===== config.mk =====
export PLATFORM = sky130hd
export DESIGN_NAME = pdp8_brk_arb
export DESIGN_NICKNAME = d
export VERILOG_FILES = /design/src/rtl/pdp8_brk_arb.sv
export SDC_FILE = /design/constraint.sdc
export NUM_CORES = 1
export LEC_CHECK = 0
export ABC_AREA = 1
export BUFFER_PORTS_ARGS = -buffer_cell sky130_fd_sc_hd__buf_2
export CAP_MARGIN = 20
export CORE_UTILIZATION = 40
export DETAILED_ROUTE_END_ITERATION = 7
export GPL_ROUTABILITY_DRIVEN = 1
export HOLD_SLACK_MARGIN = 0.03
export PLACE_DENSITY = 0.66
export SETUP_SLACK_MARGIN = 0.5
export SYNTH_ARGS = -nofsm -noshare
export SYNTH_HDL_FRONTEND = slang
export SYNTH_SLANG_ARGS = --single-unit

===== constraint.sdc =====
create_clock -name clk -period 4.5 [get_ports clk]
set_clock_uncertainty 0.2 [all_clocks]
set_input_delay 1.125 -clock clk [delete_from_list [all_inputs] [get_ports clk]]
set_output_delay 1.125 -clock clk [all_outputs]
set_load 0.05 [all_outputs]

===== src/rtl/pdp8_brk_arb.sv =====
// rtl/pdp8_brk_arb.sv - round-robin data-break arbiter for the shared I/O memory port
module pdp8_brk_arb #(
  parameter int TIMEOUT = 1023,
  parameter int MA_W    = 15
) (
  input  logic            clk,
  input  logic            reset,
  input  logic            rq0_read_req,
  input  logic            rq0_write_req,
  input  logic [MA_W-1:0] rq0_ma,
  input  logic [11:0]     rq0_out,
  output logic            rq0_done,
  output logic [11:0]     rq0_in,
  input  logic            rq1_read_req,
  input  logic            rq1_write_req,
  input  logic [MA_W-1:0] rq1_ma,
  input  logic [11:0]     rq1_out,
  output logic            rq1_done,
  output logic [11:0]     rq1_in,
  output logic            ram_read_req,
  output logic            ram_write_req,
  output logic [MA_W-1:0] ram_ma,
  output logic [11:0]     ram_out,
  input  logic            ram_done,
  input  logic [11:0]     ram_in,
  output logic            brk_busy,
  output logic            timeout_err,
  input  logic            err_clr
);

  localparam logic [1:0] S_IDLE    = 2'd0;
  localparam logic [1:0] S_GRANT0  = 2'd1;
  localparam logic [1:0] S_GRANT1  = 2'd2;
  localparam logic [1:0] S_RELEASE = 2'd3;

  localparam logic [15:0] CNT_LAST = 16'(TIMEOUT - 1);

  logic [1:0]      state_q, state_d;
  logic            last_q, last_d;
  logic [15:0]     cnt_q, cnt_d;
  logic            ram_rd_q, ram_rd_d;
  logic            ram_wr_q, ram_wr_d;
  logic [MA_W-1:0] ram_ma_q, ram_ma_d;
  logic [11:0]     ram_out_q, ram_out_d;
  logic            done0_q, done0_d;
  logic            done1_q, done1_d;
  logic [11:0]     in0_q, in0_d;
  logic [11:0]     in1_q, in1_d;
  logic            busy_q, busy_d;
  logic            err_q, err_d;

  logic act0, act1, pick1, sel_rd, sel_wr, fin;
  logic [11:0] fin_data;

  assign act0 = rq0_read_req | rq0_write_req;
  assign act1 = rq1_read_req | rq1_write_req;
  // On a tie the requester that was not granted last wins.
  assign pick1  = act1 & (~act0 | ~last_q);
  assign sel_wr = pick1 ? rq1_write_req : rq0_write_req;
  assign sel_rd = pick1 ? rq1_read_req  : rq0_read_req;

  always_comb begin
    state_d   = state_q;
    last_d    = last_q;
    cnt_d     = cnt_q;
    ram_rd_d  = ram_rd_q;
    ram_wr_d  = ram_wr_q;
    ram_ma_d  = ram_ma_q;
    ram_out_d = ram_out_q;
    done0_d   = 1'b0;
    done1_d   = 1'b0;
    in0_d     = in0_q;
    in1_d     = in1_q;
    busy_d    = busy_q;
    err_d     = err_q & ~err_clr;
    fin       = 1'b0;
    fin_data  = 12'o7777;

    case (state_q)
      S_IDLE: begin
        if (act0 | act1) begin
          state_d   = pick1 ? S_GRANT1 : S_GRANT0;
          last_d    = pick1;
          cnt_d     = 16'd0;
          ram_wr_d  = sel_wr;
          ram_rd_d  = sel_rd & ~sel_wr;
          ram_ma_d  = pick1 ? rq1_ma : rq0_ma;
          ram_out_d = pick1 ? rq1_out : rq0_out;
          busy_d    = 1'b1;
        end
      end
      S_GRANT0, S_GRANT1: begin
        if (ram_done) begin
          fin      = 1'b1;
          fin_data = ram_in;
        end else if (cnt_q == CNT_LAST) begin
          fin   = 1'b1;
          err_d = 1'b1;
        end else begin
          cnt_d = cnt_q + 16'd1;
        end
        if (fin) begin
          state_d  = S_RELEASE;
          ram_rd_d = 1'b0;
          ram_wr_d = 1'b0;
          busy_d   = 1'b0;
          if (state_q == S_GRANT1) begin
            done1_d = 1'b1;
            if (ram_rd_q) in1_d = fin_data;
          end else begin
            done0_d = 1'b1;
            if (ram_rd_q) in0_d = fin_data;
          end
        end
      end
      default: state_d = S_IDLE;
    endcase
  end

  always_ff @(posedge clk or negedge reset) begin
    if (!reset) begin
      state_q   <= S_IDLE;
      last_q    <= 1'b1;
      cnt_q     <= 16'd0;
      ram_rd_q  <= 1'b0;
      ram_wr_q  <= 1'b0;
      ram_ma_q  <= '0;
      ram_out_q <= 12'd0;
      done0_q   <= 1'b0;
      done1_q   <= 1'b0;
      in0_q     <= 12'd0;
      in1_q     <= 12'd0;
      busy_q    <= 1'b0;
      err_q     <= 1'b0;
    end else begin
      state_q   <= state_d;
      last_q    <= last_d;
      cnt_q     <= cnt_d;
      ram_rd_q  <= ram_rd_d;
      ram_wr_q  <= ram_wr_d;
      ram_ma_q  <= ram_ma_d;
      ram_out_q <= ram_out_d;
      done0_q   <= done0_d;
      done1_q   <= done1_d;
      in0_q     <= in0_d;
      in1_q     <= in1_d;
      busy_q    <= busy_d;
      err_q     <= err_d;
    end
  end

  assign ram_read_req  = ram_rd_q;
  assign ram_write_req = ram_wr_q;
  assign ram_ma        = ram_ma_q;
  assign ram_out       = ram_out_q;
  assign rq0_done      = done0_q;
  assign rq1_done      = done1_q;
  assign rq0_in        = in0_q;
  assign rq1_in        = in1_q;
  assign brk_busy      = busy_q;
  assign timeout_err   = err_q;

endmodule

==> flow_summary.json <==
{
  "nets": 671,
  "reg2reg_depth": 8,
  "diodes": 0,
  "yosysWarnings": 0,
  "yosysUniqueCellTypes": 30,
  "drv_slew": 0,
  "cts_made_buffers": 9,
  "syn_area_per_cell_sq_um": 8.00,
  "die_w_um": 98.8,
  "clk_pin_slew_ps": 90,
  "rows": 34,
  "cts.sinks": 76,
  "syn_area_sq_um": 3740,
  "ctsResizeCount": 0,
  "min_path_cells": 2,
  "fill_cells": 890,
  "firstDrtPassIters": 4,
  "setup_slack_ps": 1840,
  "synth_nets": 548,
  "crit_type": "reg -> reg",
  "cts-root-buf": "clkbuf_8",
  "grt_max_degree": 77,
  "hold_buffers": 0,
  "drtAntennaViolNets": 0,
  "ys_ff_latch": 76,
  "synthCells": 468,
  "initial_utilization_pct": 42.1,
  "path_max_fanout": 26,
  "rsz0062_at_grt": "false",
  "startpoint_type": "flip-flop",
  "layout_common_cells": "nand2_1, buf_2, dfrtp_1",
  "gp_congestion": 0.823,
  "final_common_cell": "nand2_1",
  "area_growth_pct": 23.5,
  "finalSetupViolCount": 0,
  "postCtsSetupBuffers": 0,
  "worstReg2RegStart": "state_q[1]$_DFFE_PN0P_",
  "fin_worst_hold_slack_ps": 272,
  "h-tree-depth": 3,
  "drc": 0,
  "min_period_ps": 2660,
  "port_buffers": 130,
  "cts_tree": "built",
  "worstReg2RegEnd": "cnt_q[10]$_DFFE_PN0P_",
  "relSlewSlack_pct": 36.6,
  "p_per_area_nw_per_um2": 776,
  "ys_seq_area_share_pct": 50.8,
  "first_global_vias": 3323,
  "vias": 3436,
  "core_sq_um": 8890,
  "whs_endpoint": "brk_busy$_DFFE_PN0P_",
  "status": "completed",
  "multi_input_area_sq_um": 1620,
  "die_h_um": 98.8,
  "antenna_found_initial": 0,
  "place_ws_ps": 1680,
  "hold_viol": 0,
  "cp_data_required_time_ps": 4550,
  "dp_hpwl_um": 6510,
  "io_pins": 131,
  "grt_pass1_wl_um": 15400,
  "die_area_sq_um": 9750,
  "endpoint_kind": "flip-flop",
  "grtUsageTotal_pct": 20.0,
  "wl_per_cell_um": 12.8,
  "fmax_ghz": 0.376,
  "overflow": 0,
  "clockBufferDepth": 2,
  "routed_via_density": 4.88,
  "hold_class": "reg -> reg",
  "reg2reg_slack_ps": 1840,
  "ir_worst_vdd_mv": 0.386,
  "wl_um": 9020,
  "drive_above_1_share_pct": 27.9,
  "finalSetupTns_ps": 0,
  "p_leak_nw": 2.36,
  "place_inst": 688,
  "min_period_over_period_pct": 59.1,
  "stdcell_count": 704,
  "clock_latency_ps": 340,
  "worstPathArrival_ps": 2710,
  "seq_area_sq_um": 1900,
  "drtIter0Drc": 128,
  "min_from": "brk_busy$_DFFE_PN0P_",
  "tightest_slew_ps": 951,
  "maxCapViolations": 0
}
-- cell families (layout without fill, tap and decap cells) --
logic type               Yosys count  count (layout)  synth area share (%)
AND/OR/NAND/NOR                  256             256                  28.3
AO/OA/AOI/OAI                     78              78                  11.7
flip-flops                        76              76                  50.8
buffers and inverters             49             177                  6.45
adder cells (fa/ha/maj)            6               6                  2.00
XOR/XNOR                           3               3                 0.702
-- cell type report --
cell class | instances | share of cell area [%]
Sequential cell | 76 | 41.2
Multi-Input combinational cell | 343 | 34.9
Timing Repair Buffer | 132 | 14.4
Clock buffer | 11 | 3.27
Tap cell | 108 | 2.92
Inverter | 29 | 2.35
Clock inverter | 5 | 0.920
-- state kept, by name (all words and copies together) (netlist names) --
register	cells
brk_busy	1
cnt_q	16
last_q	1
ram_ma	15
ram_out	12
ram_read_req	1
ram_write_req	1
rq0_done	1
rq0_in	12
rq1_done	1
rq1_in	12
state_q	2
timeout_err	1
-- synth_stat cells --
cell type / number / share of area [%]
nand2_1: 157 / 16
dfrtp_1: 75 / 50
nor2_1: 65 / 6.5
o21ai_1: 36 / 4.8
a31oi_1: 28 / 4.7
inv_1: 25 / 2.5
nand3_1: 15 / 2.0
buf_2: 7 / 0.94
o21ai_0: 7 / 0.94
buf_6: 6 / 1.8
ha_1: 6 / 2.0
nand4_1: 5 / 0.84
clkbuf_1: 4 / 0.40
nor2_2: 4 / 0.67
o21bai_1: 4 / 0.80
inv_2: 3 / 0.30
nand2_2: 3 / 0.50
xor2_1: 3 / 0.70
buf_1: 2 / 0.20
nand3_4: 2 / 0.94
or2_2: 2 / 0.33
a21oi_1: 1 / 0.13
buf_4: 1 / 0.20
clkinv_1: 1 / 0.10
dfstp_2: 1 / 0.70
nand2_4: 1 / 0.30
nand3_2: 1 / 0.27
nand3b_1: 1 / 0.20
o211ai_1: 1 / 0.20
o22ai_1: 1 / 0.17
-- worst max-delay path, stage by stage, from the launching register on --
cell and delay, ps:
dfrtp_1 450, inv_1 70, ha_1 730, inv_1 140, nand2_1 90, nand2_1 70, inv_1 120, nand3_2 400
o21ai_0 300
-- how the worst max path moves through the flow --
stage               depth (start not counted)  slack [ps]                 endpoint                   start
CTS                                         8        1840    cnt_q[10]$_DFFE_PN0P_  state_q[1]$_DFFE_PN0P_
global route                                8        1540    cnt_q[10]$_DFFE_PN0P_  state_q[1]$_DFFE_PN0P_
floorplan                                   5        2230    ram_ma[0]$_DFFE_PN0P_           rq1_write_req
finish                                      8        1840    cnt_q[10]$_DFFE_PN0P_  state_q[1]$_DFFE_PN0P_
detailed placement                          7        1680    ram_ma[7]$_DFFE_PN0P_           rq1_write_req
global placement                            7        1730  ram_out[10]$_DFFE_PN0P_           rq1_write_req
-- power by group --
part | switching (mW) | total, mW | internal (mW)
clock network | 0.273 | 0.511 | 0.239
registers | 0.152 | 1.11 | 0.953
logic | 1.53 | 1.97 | 0.447
-- per-layer routing --
| metal | up-vias | wire length, um | global-route usage (%) |
|---|---|---|---|
| met5 | - | 0 | 0 |
| met4 | 0 | 197 | 8.27 |
| met3 | 16 | 593 | 4.75 |
| met2 | 137 | 4150 | 32.6 |
| met1 | 1522 | 4090 | 25.5 |
| li1 | 1761 | - | - |
-- through the flow --
| step | instance area (sq um) | util [%] | power (mW) |
|---|---|---|---|
| final | 4620 | 52.0 | 3.59 |
| after global routing | 4620 | 52.0 | 3.85 |
| after CTS | 4620 | 52.0 | 3.63 |
| after detailed placement | 4430 | 49.8 | 3.11 |
| after global placement | 4430 | 49.8 | 3.07 |
| after floorplan | 3740 | - | 2.66 |
No activity file was read; power rests on OpenSTA's default activity.
